--- src/rtl/muldiv_pkg.sv ---
// Shared definitions for the sequential multiply/divide unit: ALUop codes,
// FSM state encoding and opcode predicates.
package muldiv_pkg;

    localparam logic [3:0] ALUOP_MULT  = 4'b1100;
    localparam logic [3:0] ALUOP_MULTU = 4'b1101;
    localparam logic [3:0] ALUOP_DIV   = 4'b1110;
    localparam logic [3:0] ALUOP_DIVU  = 4'b1111;

    typedef enum logic [1:0] {
        StIdle = 2'd0,
        StRun  = 2'd1,
        StFix  = 2'd2,
        StDone = 2'd3
    } state_e;

    function automatic logic is_muldiv(input logic [3:0] op);
        return op[3:2] == 2'b11;
    endfunction

    function automatic logic is_signed(input logic [3:0] op);
        return (op == ALUOP_MULT) || (op == ALUOP_DIV);
    endfunction

    function automatic logic is_div(input logic [3:0] op);
        return (op == ALUOP_DIV) || (op == ALUOP_DIVU);
    endfunction

endpackage

--- src/rtl/muldiv_absneg.sv ---
// Conditional two's-complement negate. Used both to take operand magnitudes
// and to restore result signs.
module muldiv_absneg #(
    parameter int unsigned WIDTH = 32
) (
    input  logic [WIDTH-1:0] value,
    input  logic             neg,
    output logic [WIDTH-1:0] result
);

    assign result = neg ? (~value + {{(WIDTH-1){1'b0}}, 1'b1}) : value;

endmodule

--- src/rtl/muldiv_seq_unit.sv ---
// Iterative radix-2 multiply / restoring divide unit producing HI/LO.
// Optional build macro MULDIV_EARLY_TERM_EN: multiply leaves RUN as soon as
// the remaining multiplier bits are zero.
module muldiv_seq_unit
    import muldiv_pkg::*;
#(
    parameter int unsigned WIDTH = 32
) (
    input  logic             clk,
    input  logic             rst_n,
    input  logic             start_valid,
    output logic             start_ready,
    input  logic [3:0]       aluop,
    input  logic [WIDTH-1:0] a,
    input  logic [WIDTH-1:0] b,
    output logic             res_valid,
    input  logic             res_ready,
    output logic [WIDTH-1:0] hi,
    output logic [WIDTH-1:0] lo,
    output logic             div_by_zero,
    output logic             illegal_op
);

    localparam int unsigned CW = $clog2(WIDTH) + 1;

    state_e             state_q;
    logic [CW-1:0]      cnt_q;
    logic [2*WIDTH-1:0] acc_q;    // {hi part, lo part}: product or {remainder, quotient}
    logic [WIDTH-1:0]   opnd_q;   // multiplicand or divisor magnitude
    logic               div_q, neg_q, rneg_q, exc_q;
    logic [WIDTH-1:0]   hi_q, lo_q;
    logic               res_valid_q, dbz_q, ill_q;

    logic             a_neg, b_neg, op_ill, op_dbz;
    logic [WIDTH-1:0] a_abs, b_abs;

    assign a_neg  = is_signed(aluop) & a[WIDTH-1];
    assign b_neg  = is_signed(aluop) & b[WIDTH-1];
    assign op_ill = ~is_muldiv(aluop);
    assign op_dbz = is_div(aluop) & (b == '0);

    muldiv_absneg #(.WIDTH(WIDTH)) u_abs_a (.value(a), .neg(a_neg), .result(a_abs));
    muldiv_absneg #(.WIDTH(WIDTH)) u_abs_b (.value(b), .neg(b_neg), .result(b_abs));

    logic [WIDTH:0]     add_x, add_y, add_s;
    logic [2*WIDTH-1:0] acc_step;
    logic               last_iter;
`ifdef MULDIV_EARLY_TERM_EN
    logic [WIDTH-1:0]   mul_rest;
`endif

    // One iteration through the shared WIDTH+1-bit adder/subtractor
    always_comb begin
        add_y = {1'b0, opnd_q};
        if (div_q) begin
            add_x = {acc_q[2*WIDTH-1:WIDTH], acc_q[WIDTH-1]};
        end else begin
            add_x = {1'b0, acc_q[2*WIDTH-1:WIDTH]};
        end
        add_s = add_x + (div_q ? ~add_y : add_y) + {{WIDTH{1'b0}}, div_q};
        if (div_q) begin
            // Non-negative difference means the divisor fits: keep it, quotient bit 1
            if (!add_s[WIDTH]) begin
                acc_step = {add_s[WIDTH-1:0], acc_q[WIDTH-2:0], 1'b1};
            end else begin
                acc_step = {add_x[WIDTH-1:0], acc_q[WIDTH-2:0], 1'b0};
            end
        end else if (acc_q[0]) begin
            acc_step = {add_s, acc_q[WIDTH-1:1]};
        end else begin
            acc_step = {add_x, acc_q[WIDTH-1:1]};
        end
        last_iter = (cnt_q == CW'(WIDTH - 1));
`ifdef MULDIV_EARLY_TERM_EN
        // Unconsumed multiplier bits live in acc_q[WIDTH-1-cnt_q:1]
        mul_rest = (acc_q[WIDTH-1:0] & ({WIDTH{1'b1}} >> cnt_q)) >> 1;
        if (!div_q && (mul_rest == '0)) begin
            last_iter = 1'b1;
        end
`endif
    end

    logic [2*WIDTH-1:0] prod;
    logic               lo_neg, hi_neg, hi_inv;
    logic [WIDTH-1:0]   lo_fix, hi_fix, hi_res;

    // Sign restoration; a 2W-bit product negates as {~hi, -lo} unless lo is zero
    always_comb begin
        prod = acc_q;
`ifdef MULDIV_EARLY_TERM_EN
        if (!div_q && !exc_q) begin
            prod = acc_q >> (CW'(WIDTH) - cnt_q);
        end
`endif
        lo_neg = ~exc_q & neg_q;
        hi_neg = ~exc_q & (div_q ? rneg_q : (neg_q & (prod[WIDTH-1:0] == '0)));
        hi_inv = ~exc_q & ~div_q & neg_q & (prod[WIDTH-1:0] != '0);
    end

    muldiv_absneg #(.WIDTH(WIDTH)) u_fix_lo (
        .value(prod[WIDTH-1:0]), .neg(lo_neg), .result(lo_fix)
    );
    muldiv_absneg #(.WIDTH(WIDTH)) u_fix_hi (
        .value(prod[2*WIDTH-1:WIDTH]), .neg(hi_neg), .result(hi_fix)
    );

    assign hi_res = hi_inv ? ~prod[2*WIDTH-1:WIDTH] : hi_fix;

    // Control FSM with registered result outputs
    always_ff @(posedge clk or negedge rst_n) begin
        if (!rst_n) begin
            state_q     <= StIdle;
            cnt_q       <= '0;
            acc_q       <= '0;
            opnd_q      <= '0;
            div_q       <= 1'b0;
            neg_q       <= 1'b0;
            rneg_q      <= 1'b0;
            exc_q       <= 1'b0;
            hi_q        <= '0;
            lo_q        <= '0;
            res_valid_q <= 1'b0;
            dbz_q       <= 1'b0;
            ill_q       <= 1'b0;
        end else begin
            unique case (state_q)
                StIdle: begin
                    if (start_valid) begin
                        cnt_q  <= '0;
                        div_q  <= is_div(aluop);
                        neg_q  <= a_neg ^ b_neg;
                        rneg_q <= a_neg;
                        dbz_q  <= op_dbz & ~op_ill;
                        ill_q  <= op_ill;
                        exc_q  <= op_dbz | op_ill;
                        opnd_q <= is_div(aluop) ? b_abs : a_abs;
                        if (op_ill) begin
                            acc_q   <= '0;
                            state_q <= StFix;
                        end else if (op_dbz) begin
                            acc_q   <= {a, {WIDTH{1'b1}}};
                            state_q <= StFix;
                        end else begin
                            acc_q   <= {{WIDTH{1'b0}}, is_div(aluop) ? a_abs : b_abs};
                            state_q <= StRun;
                        end
                    end
                end
                StRun: begin
                    acc_q <= acc_step;
                    cnt_q <= cnt_q + CW'(1);
                    if (last_iter) begin
                        state_q <= StFix;
                    end
                end
                StFix: begin
                    hi_q        <= hi_res;
                    lo_q        <= lo_fix;
                    res_valid_q <= 1'b1;
                    state_q     <= StDone;
                end
                StDone: begin
                    if (res_ready) begin
                        res_valid_q <= 1'b0;
                        state_q     <= StIdle;
                    end
                end
                default: state_q <= StIdle;
            endcase
        end
    end

    assign start_ready = (state_q == StIdle);
    assign res_valid   = res_valid_q;
    assign hi          = hi_q;
    assign lo          = lo_q;
    assign div_by_zero = dbz_q;
    assign illegal_op  = ill_q;

endmodule
--- config.mk ---
export PLATFORM = sky130hd
export DESIGN_NAME = muldiv_seq_unit
export DESIGN_NICKNAME = d
export VERILOG_FILES = /design/src/rtl/muldiv_pkg.sv /design/src/rtl/muldiv_absneg.sv /design/src/rtl/muldiv_seq_unit.sv
export SDC_FILE = /design/constraint.sdc
export NUM_CORES = 1
export LEC_CHECK = 0
export CORE_ASPECT_RATIO = 0.6
export CORE_MARGIN = 5
export CORE_UTILIZATION = 45
export CTS_BUF_LIST = sky130_fd_sc_hd__clkbuf_4
export CTS_CLUSTER_SIZE = 12
export DETAILED_ROUTE_END_ITERATION = 6
export PLACE_DENSITY_LB_ADDON = 0.12
export SETUP_SLACK_MARGIN = 0.05
export SLEW_MARGIN = 20
export SYNTH_ARGS = -nofsm -noshare
export SYNTH_HDL_FRONTEND = slang
export SYNTH_SLANG_ARGS = --single-unit
--- constraint.sdc ---
create_clock -name clk -period 6.3 [get_ports clk]
set_input_delay 1.26 -clock clk [delete_from_list [all_inputs] [get_ports clk]]
set_output_delay 1.26 -clock clk [all_outputs]
set_load 0.02 [all_outputs]
**Word level (Yosys, flattened, before mapping)**

Cells that the tools add are included.

- Output and inout bits: 68
- Register bits after elaboration: 175
- Word-level logic and storage cells: 90

- Add/subtract/negate cells: 7
- Muxes and demuxes: 27
- Bitwise gates (word level): 20
- Reduce and logical (&&, ||, !) cells: 12
- Eq/ne operators: 11

Operator list:

| operator | count |
|---|---|
| $mux W64 | 6 |
| $mux W32 | 7 |
| $add A32 B1 Y32 const B | 4 |
| $not A32 Y32 | 4 |
| $pmux W64 S2 | 1 |
| $mux W33 | 2 |
| $logic_not A32 Y1 | 2 |
| $add A33 B1 Y33 | 1 |
| $add A33 B33 Y33 | 1 |
| $not A32 Y33 | 1 |
| $reduce_bool A32 Y1 | 1 |
| $eq A4 B4 Y1 const B | 3 |
| $pmux W6 S2 | 1 |
| $and A1 B1 Y1 | 10 |
| $mux W2 | 5 |
| $pmux W2 S4 | 1 |
| $add A6 B1 Y6 const B | 1 |
| $eq A2 B2 Y1 const B | 3 |
| $eq A6 B5 Y1 const B | 1 |
| $mux W6 | 1 |
| $ne A2 B2 Y1 const B | 3 |
| $reduce_and A2 Y1 | 3 |
| $reduce_bool A2 Y1 | 2 |
| $not A1 Y1 | 3 |
| other kinds (8) | 10 |

**Longest topological paths before layout**

- Depth in word-level cells: 9
- Mapped depth: 19

**Cells and area by module**

Synthesis repeated with hierarchy kept, for this count alone.

- Cells, all modules: 1808
- Area total of the unflattened synthesis: 15010.6 um2

By module, submodules not included:

| module | seq. area each (um2) | area each (um2) | cells an instance | instances |
|---|---|---|---|---|
| muldiv_seq_unit | 4379.2 | 11902.7 | 1412 | 1 |
| muldiv_absneg | 0.0 | 777.0 | 99 | 4 |

**Worst setup path before layout**

Ideal clock, no wire load.

- Path type: register to register
- From: register div_q
- To: register acc_q[0]
- Arrival time: 4.497 ns
- Cell stages (with the launch flop): 17
- Path buffers: 5
- Clock period less this slack: 4.629 ns
- Setup slack: 1.671 ns
- Path through: dfrtp_1 clkbuf_1 buf_1 clkbuf_1 clkbuf_1 o21ai_0 fa_1 a211oi_1 nor3_1 o2111ai_1 a2111oi_0 a2111o_1 xor2_1 clkbuf_1 mux2i_1 a211oi_1 a21oi_1

- Longest elaborated chain between the ends: 6
- Elaborated cells on any way between the ends: 7
- Those cells by class: add/sub: 2; mux: 5

Ends and longest elaborated chain:

| item | RTL line | text |
|---|---|---|
| start, declared | muldiv_seq_unit.sv:30 | `logic div_q, neg_q, rneg_q, exc_q;` |
| start signal, assigned | muldiv_seq_unit.sv:130 | `div_q <= is_div(aluop);` |
| $mux W33, on equally long branches | muldiv_seq_unit.sv:55, muldiv_seq_unit.sv:60 |  |
| $add A33 B33 Y33 | muldiv_seq_unit.sv:60 | `add_s = add_x + (div_q ? ~add_y : add_y) + {{WIDTH{1'b0}}, div_q};` |
| $add A33 B1 Y33 | muldiv_seq_unit.sv:60 |  |
| $mux W64 | muldiv_seq_unit.sv:63 | `if (!add_s[WIDTH]) begin` |
| $mux W64 * | muldiv_seq_unit.sv:61 | `if (div_q) begin` |
| $pmux W64 S2 * | muldiv_seq_unit.sv:126 | `unique case (state_q)` |
| end signal, assigned | muldiv_seq_unit.sv:141 | `acc_q <= {a, {WIDTH{1'b1}}};` |
| end signal, assigned | muldiv_seq_unit.sv:144 | `acc_q <= {{WIDTH{1'b0}}, is_div(aluop) ? a_abs : b_abs};` |
| end signal, assigned | muldiv_seq_unit.sv:150 | `acc_q <= acc_step;` |
| end, declared | muldiv_seq_unit.sv:28 | `logic [2*WIDTH-1:0] acc_q;` |

Mark *: on every way between the ends. The rest lies on a longest branch, timed or not.
A chain may end at the register's enable or synchronous reset.

**Worst setup path after layout**

- From: register div_q
- To: register acc_q[51]

- Longest elaborated chain between the ends: 6
- Elaborated cells on any way between the ends: 8
- Those cells by class: add/sub: 2; mux: 6

Ends and longest elaborated chain:

| item | RTL line |
|---|---|
| $mux W33, on equally long branches | muldiv_seq_unit.sv:55, muldiv_seq_unit.sv:60 |
| $add A33 B33 Y33 | muldiv_seq_unit.sv:60 |
| $add A33 B1 Y33 | muldiv_seq_unit.sv:60 |
| $mux W64, on equally long branches | muldiv_seq_unit.sv:68, muldiv_seq_unit.sv:63 |
| $mux W64 * | muldiv_seq_unit.sv:61 |
| $pmux W64 S2 * | muldiv_seq_unit.sv:126 |

Marks and branches as above.

==> out/metrics.csv <==
stage;metric;value;unit
routing;route.met3.wl;7413;µm
clocking;holdBufCountCts;0;
floorplanning;fp-row-count;50;
floorplanning;core;31220;µm²
layout;final_nets;1899;
clocking;insertion_delay;0.66;ns
worst_hold_path;holdPathStages;2;
power_and_ir_drop;switching_share;54.53;%
synthesis;synthXorXnorAreaFrac;11.24;%
clocking;post_cts_buffers;0;
sta;max_freq;188.3;MHz
power_and_ir_drop;leakage;6.653;nW
layout;multi_input_area;9285;µm²
clocking;cts.sinks;175;
setup_path;worst_path_largest_cell_delay;0.82;ns
synthesis;synthMuxAreaShare;11.76;%
grt;grt_pass1_vias;12430;
clocking;tritoncts;yes;
synthesis;yosys.cell_types.count;74;
routing;top_layer_used;met5;
floorplanning;fp.dieH;147.9;µm
layout;postLayoutCoreUtil;51.98;%
sta;finalMaxSlewViolations;0;
synthesis;syn_nets;1849;
layout;drive_gt1_share;10.23;%
synthesis;syn_area_per_cell;8.216;µm²
routing;viasPerCell;6.300;
routing;drt_iter0_drc;2073;
synthesis;synth_warnings;0;
setup_path;path_cells;buf_4 -> mux2_2 -> ha_1 -> a211oi_1 -> nor3_1 -> o2111ai_1 -> a2111oi_0 -> a2111o_1 -> xnor2_2 -> buf_4 -> mux2_2 -> nand2_1 -> nand4_1;
synthesis;synth_top_cell_by_area;dfrtp_1;
synthesis;synthFlopType;dfrtp_1;
routing;num_vias;13960;
layout;stdcell_count;2216;
sta;fin_skew;0.03564;ns
layout;fillers;2956;
routing;m1WireLength;24970;µm
sta;maxSlewHeadroom;31.59;%
synthesis;synth_fa_ha_area_share;3.649;%
synthesis;synth.most_common_cell;a21oi_1;
routing;finalWirelength;53540;µm
power_and_ir_drop;clock_power_share;7.2;%
clocking;cts_buffers;17;
setup_path;crit_slowest_cell;dfrtp_4;
clocking;htree_num_levels;4;
setup_path;r2r_end;acc_q[51];
setup_path;r2r_start;div_q;
place;place_congestion;1.019;
grt;grt_pass1_wl;79260;µm
setup_path;critPathCaptureType;flop;
setup_path;crit_arrival;5.85;ns
synthesis;synth_edf_count;0;
synthesis;seq_area_frac_synth;30.70;%
place;dpl.hpwl;41730;µm
power_and_ir_drop;power.internal;0.004805;W
synthesis;synth_area_leaders;dfrtp_1, mux2_2, a21oi_1;
clocking;clockBufferDepth;2;
sta;finalSetupViolations;0;
worst_hold_path;worst_hold_path_type;reg2reg;
setup_path;setup.worst_path.start;div_q;
layout;area_growth;13.77;%
setup_path;crit_end;acc_q[51];
routing;ant_nets;0;
clocking;clockRootBuffer;clkbuf_4;
sta;period_minus_slack;5.312;ns
power_and_ir_drop;p_switching;0.005763;W
synthesis;synth_top_family_by_area;compound AO/OA/AOI/OAI gates;
grt;grt_max_degree;93;
synthesis;synthCells;1736;
synthesis;synth_simple_gate_area_share;16.73;%
routing;wl_met2;19970;µm
floorplanning;ios;140;
power_and_ir_drop;comb_power_share;70.1;%
sta;worst_pin_slew;1.025;ns
grt;track_usage;29.35;%
synthesis;synth_top_area_share;30.70;%
synthesis;synthTopCellsByCount;a21oi_1, nor2_1, dfrtp_1;
power_and_ir_drop;power_frac_seq;22.7;%
power_and_ir_drop;ir_drop;289.0;µV
setup_path;worstSetupPathType;reg2reg;
routing;wl_per_cell;24.16;µm
setup_path;cp_max_fo;42;
floorplanning;die_area;35470;µm²
setup_path;worstSetupStartpointType;flop;
sta;rsz0062_at_grt;false;
sta;finalCritPeriodShare;84.31;%
setup_path;worst_ep_required_time;6.84;ns
setup_path;r2r_cells;13;
routing;drc_errors;0;
grt;antenna_found_initial;2;
power_and_ir_drop;p_per_area;651.2;nW/µm²
layout;regArea;4383;µm²
status;status;completed;
setup_path;rrSetupSlack;0.99;ns
place;port_buffers;139;
clocking;cts.repair.resized;0;
floorplanning;fp.dieW;239.8;µm
synthesis;synth_compound_area_share;21.33;%
sta;hold_violations;0;
synthesis;netlist_area;14260;µm²
job;cap_violations;0;
grt;grt_overflow;0;
clocking;clk_transition_reported_paths;0.17;ns
synthesis;synth-seq-cells;175;
place;dp.cells;2183;
floorplanning;initial_core_util;45.69;%
synthesis;synthArstFlopShare;100.0;%
routing;dr.pass1.iters;6;
sta;setup_tns;0;ns
area by class of cell:
type,instances,share of cell area [%]
multi-input combinational,1391,57.22
sequential,175,27.01
timing repair buffer,161,9.599
tap,416,3.207
clock inverter,15,1.241
inverter,40,0.9252
clock buffer,17,0.7864
antenna,1,0.01542
critical path, delay by kind of cell (launching register included):
kind | cells | cell delay (ns)
AO/OA/AOI/OAI | 4 | 1.40
XOR/XNOR | 1 | 0.58
adder cells (fa/ha/maj) | 1 | 0.36
buffers and inverters | 2 | 0.88
flip-flops | 1 | 0.82
multiplexers | 2 | 0.76
AND/OR/NAND/NOR | 3 | 0.36
cells by family after synthesis:
group	after synthesis
compound gates	497
xor+xnor	183
fa+ha+maj	41
buf+inv	170
flops	175
mux	155
simple gates	515
cell usage in the layout (no fill, tap or decap), types with 5 or more instances in the layout:
master,count
a31o_2,6
nor3b_1,6
clkdlybuf4s50_1,138
nand2_1,143
buf_4,22
nor2_1,188
o41ai_1,6
o31ai_1,17
o21ai_0,114
a21boi_0,5
mux2_2,101
ha_1,38
xnor2_1,80
or3_1,6
or4_1,15
inv_1,40
nand3_1,22
o221ai_1,8
a221o_1,5
and3_1,6
clkbuf_4,17
a221oi_1,28
xor2_1,102
nand4_1,14
o22ai_1,5
dfrtp_1,174
nor3_1,41
a22oi_1,7
a31oi_1,25
a21oi_1,193
nor2b_1,9
a211oi_1,20
a21o_1,8
o211ai_1,9
nand2b_1,10
nor4_1,25
o21ai_1,7
and2_1,9
mux2i_1,54
state kept, by name (all words and copies together), names as in the netlist, 2 cells and up:
signal / flops
cnt_q: 6
state_q: 2
hi: 32
lo: 32
opnd_q: 32
acc_q: 64
power groups by stage:
stage	combinational [W]	clock (W)	sequential, W
final	0.00741	0.000761	0.00240
after global routing	0.00798	0.000820	0.00246
after CTS	0.00717	0.000776	0.00237
after detailed placement	0.00713	0	0.00240
after global placement	0.00713	0	0.00238
after floorplan	0.00491	0	0.00224
through the flow:
step	hold slack [ns]	power, W	instance area, µm²	worst slack, ns
floorplan	0.4429	0.007149	14260	1.671
global placement	0.4580	0.009515	15900	1.212
detailed placement	0.4854	0.009528	15900	1.216
CTS	0.5171	0.01031	16230	1.176
global route	0.5494	0.01126	16230	0.7936
finish	0.5132	0.01057	16230	0.9885
worst min-delay path by stage:
stage / startpoint / end / slack (ns)
after floorplan: rneg_q / rneg_q / 0.44
after global placement: rneg_q / rneg_q / 0.46
after detailed placement: rneg_q / rneg_q / 0.49
after CTS: rneg_q / rneg_q / 0.52
after global routing: hi[1] / hi[1] / 0.55
final: rneg_q / rneg_q / 0.51
metal layers:
metal / GRT usage [%] / vias to the layer above
met1: 45.96 / 6721
li1: - / 6366
met5: 0 / -
met4: 6.406 / 2
met3: 12.59 / 82
met2: 36.41 / 789
(Power assumes the default switching activity.)
==> variant 1, RTL diff (config.mk and constraints unchanged) <==
Make the reset (`rst_n`) synchronous in one clocked block.
--- a/src/rtl/muldiv_seq_unit.sv
+++ b/src/rtl/muldiv_seq_unit.sv
@@ -107,7 +107,7 @@
     assign hi_res = hi_inv ? ~prod[2*WIDTH-1:WIDTH] : hi_fix;
 
     // Control FSM with registered result outputs
-    always_ff @(posedge clk or negedge rst_n) begin
+    always_ff @(posedge clk) begin
         if (!rst_n) begin
             state_q     <= StIdle;
             cnt_q       <= '0;
Function: differs if rst_n is asserted again (counterexample within 4 cycles, from zero or initial values and one cycle with rst_n low); with rst_n held inactive, the same outputs for 4 cycles.
==> variant 1 against the unedited design <==
  * Via count up 8.9%
  * Sequential cell count unchanged
  * Setup slack better by 340 ps
  * Synthesized area up 0.82%
  * Hold slack worse by 39 ps
  * Wire length up 8.5%
  * Synthesized cell count up 10%
  * Cell area down 0.31%
  * Non-clock buffer count up 5
  * Global-route usage up 1.8 points
  * Count of clock-buffer cells in the layout unchanged
  * Clock skew about the same
Power is not compared: it rests on default switching activity, and its combinational part moved more than twofold at a synthesized area within 25%.
==> variant 1: results (changes against the unedited design) <==
* Post-synthesis mux area share at 8.92% (-2.8 points)
* P_sw at 0.00335 W
* Final nets at 2058 (+8.4%)
* CP top delay family: compound AO/OA/AOI/OAI gates
* Largest net degree at the start of global routing at 100 (+7.5%)
* Rel. slew slack at 22.5% (-9.1 points)
* Global-route wire length before repair at 86400 um (+9.0%)
* DRT iter0 DRCs at 1857 (-10%)
* Vias in the first global route at 13800 (+11%)
* Slowest stage cell, crit path: dfxtp_4
* Synth top area cells: dfxtp_1, a21oi_1, xor2_1
* Setup crit start: div_q
* Worst-path fanout max at 62 (+48%)
* Share of cells above drive strength 1 at 7.46% (-2.8 points)
* Avg WL per Cell at 24.5 um (+1.3%)
* Final HPWL DP at 44400 um (+6.4%)
* Syn nets at 2028 (+9.7%)
* Xor and xnor fraction of the mapped netlist area at 10.4% (-0.88 points)
* R2r worst-path depth at 12 (-1)
* Status: finished, final reports clean
* Yosys cell types at 85 (+15%)
* Sequential area share after synthesis at 24.4% (-6.3 points)
* Met2 Use GR at 42.0% (+5.6 points)
* Initial antenna violation count at 4 (+2)
* Most flops, register: acc_q
* Total track usage at 31.2% (+1.8 points)
* Hold wc startpoint: rneg_q
* Area share of fa/ha/maj cells after synthesis at 3.62% (-0.030 points)
* Synth Area in Compound Gates at 28.2% (+6.8 points)
* Reg2Reg Setup Slack at 1320 ps (+340 ps)
* Met1 Track Usage GR at 49.5% (+3.5 points)
* Critical path's largest stage delay at 890 ps (+70 ps)
* WL met3 at 6080 um (-18%)
* M1 wire length at 28600 um (+15%)
* Critical path capture point: acc_q[36]
* Ys flop type: dfxtp_1
* Global placer's final weighted congestion at 0.969 (-4.9%)
* GR Util met3 at 8.65% (-3.9 points)
* Routed length on met2 at 22800 um (+14%)
* Filler cells at 3144 (+6.4%)
* Placed cell area at 15900 sq um (about the same)
* Worst clock skew at 35.5 ps (-0.176 ps)
* Post-synthesis async set-or-reset flop share at 0% (-100 points)
* Commonest cells in the netlist: a21oi_1, nor2_1, dfxtp_1, nand2_1, o21ai_0
* Hold EP: rneg_q
* Total number of vias at 15200 (+8.9%)
* Critical path arrival at 5520 ps (-330 ps)
* CTS Buffer Depth at 2 (unchanged)
==> variant 1: stage by stage <==
stage / setup slack, ps / hold slack (ps) / std cells / utilization (%) / total power (W)
2_1_floorplan: 1390 / 437 / 1915 / - / 0.00421
3_3_place_gp: 1620 / 450 / 2342 / 50.7 / 0.00547
3_5_place_dp: 1430 / 448 / 2342 / 50.7 / 0.00552
4_1_cts: 1410 / 469 / 2373 / 51.6 / 0.00619
5_1_grt: 985 / 499 / 2374 / 51.6 / 0.00665
6_report: 1320 / 474 / 2374 / 51.6 / 0.00630
==> variant 1: layout make-up <==
cell class / count / share of cell area, %
Multi-Input combinational cell: 1549 / 62.7
Sequential cell: 175 / 21.7
Timing Repair Buffer: 166 / 9.82
Tap cell: 416 / 3.22
Clock inverter: 14 / 0.920
Inverter: 36 / 0.843
Clock buffer: 17 / 0.789
Antenna cell: 1 / 0.0155
==> variant 2, RTL diff (same flow settings) <==
Made on the original files. The option `MULDIV_EARLY_TERM_EN` is turned on by a define.
--- a/src/rtl/muldiv_seq_unit.sv
+++ b/src/rtl/muldiv_seq_unit.sv
@@ -1,6 +1,8 @@
 // Iterative radix-2 multiply / restoring divide unit producing HI/LO.
 // Optional build macro MULDIV_EARLY_TERM_EN: multiply leaves RUN as soon as
 // the remaining multiplier bits are zero.
+`define MULDIV_EARLY_TERM_EN
+
 module muldiv_seq_unit
     import muldiv_pkg::*;
 #(
Check against the original RTL: not equivalent (Yosys sat finds a counterexample within 4 cycles, from zero or initial values and one cycle with rst_n low).
==> variant 2 against the unedited design <==
  * Wire length grew 78%
  * Setup slack lost 670 ps
  * Sequential cell count is the same
  * Global-route usage grew 8.6 points
  * Fmax shrank 11%
  * Cell area grew 41%
  * Synthesized area grew 41%
  * Count of clock-buffer cells in the layout grew 1
  * Non-clock buffer count grew 109
  * Critical path depth grew 6
  * Critical endpoint is now lo[26]
  * Highest routed layer unchanged
Power is left out: the tool's default activity adds up to more than one toggle a clock period on the data nets, which glitch-free logic cannot reach.
==> variant 2: results (changes against the unedited design) <==
* Status: finished, final reports clean
* Synth top area cells: dfrtp_1, mux2_2, mux4_2
* Critical path's largest stage delay at 790 ps (-30 ps)
* Post-synthesis mux area share at 22.5% (+11 points)
* Commonest cells in the netlist: dfrtp_1, nor2_1, a21oi_1, nand2_1, mux2_2
* Post-Syn Area per Cell at 8.60 sq um (+4.7%)
* 1st-pass router iterations at 7 (+1)
* Area share of fa/ha/maj cells after synthesis at 2.95% (-0.70 points)
* Worst-path fanout max at 26 (-38%)
* Largest net degree at the start of global routing at 126 (+35%)
* Share of cells above drive strength 1 at 18.5% (+8.3 points)
* Synth Area in Compound Gates at 25.0% (+3.7 points)
* Worst clock skew at 40.4 ps (+4.76 ps)
* Worst hold path class: in2async
* Total number of vias at 21300 (+52%)
* Worst-Skew Late Latency at 700 ps (+40 ps)
* Xor and xnor fraction of the mapped netlist area at 6.80% (-4.4 points)
* Total track usage at 38.0% (+8.6 points)
* Worst R2R Start: cnt_q[1]
* Sequential area share after synthesis at 21.8% (-8.9 points)
* Syn nets at 2454 (+33%)
* Avg WL per Cell at 31.6 um (+31%)
* Critical path arrival at 6550 ps (+700 ps)
* Worst r2r dst: lo[26]
* Global placer's final weighted congestion at 1.06 (+4.4%)
* Reg2Reg Setup Slack at 320 ps (-670 ps)
## variant 2: kinds of logic after synthesis
family | after synthesis
multiplexers | 349
buffers and inverters | 252
adder cells (fa/ha/maj) | 47
XOR/XNOR | 156
AND/OR/NAND/NOR | 624
AO/OA/AOI/OAI | 733
flip-flops | 175
## variant 2: through the flow
step	hold WS, ps	cell area (sq um)
6_report	475	22800
5_1_grt	486	22800
4_1_cts	466	22800
3_5_place_dp	495	22500
3_3_place_gp	467	22500
2_1_floorplan	450	20100
## variant 2: routing by layer
metal,up-vias,share of wire [%],global-route usage [%]
met5,-,0.081,0
met4,12,1.7,6.04
li1,9068,-,-
met2,1465,36,45.6
met3,156,17,19.8
met1,10600,45,59.4
## variant 2: cell type report
type | count | area (sq um)
Clock buffer | 18 | 135
Multi-Input combinational cell | 1909 | 14700
Clock inverter | 14 | 163
Inverter | 48 | 180
Timing Repair Buffer | 270 | 2480
Sequential cell | 175 | 4390
Tap cell | 589 | 737
Antenna cell | 4 | 10.0
Fill cell | 4197 | 21600
## variant 2: worst max-delay path by stage
stage             end  slack, ps  cells after the start
6_report       lo[26]        320                     19
3_3_place_gp   lo[30]        750                     19
2_1_floorplan  hi[10]        540                     26
4_1_cts        lo[26]        580                     19
5_1_grt        lo[28]        170                     19
3_5_place_dp   lo[26]        680                     19
## variant 2: worst register-to-register path: stages (launching register included)
cell	delay [ps]
dfrtp_1	720
inv_1	190
ha_2	800
buf_12	280
mux2i_1	340
mux4_2	580
mux2i_1	390
o22ai_1	180
buf_4	170
a21oi_1	210
buf_4	180
ha_1	160
o2111ai_1	150
nor2_1	180
and4_1	280
buf_12	150
nand4_4	170
o41ai_2	350
xnor2_1	100
mux2_2	270
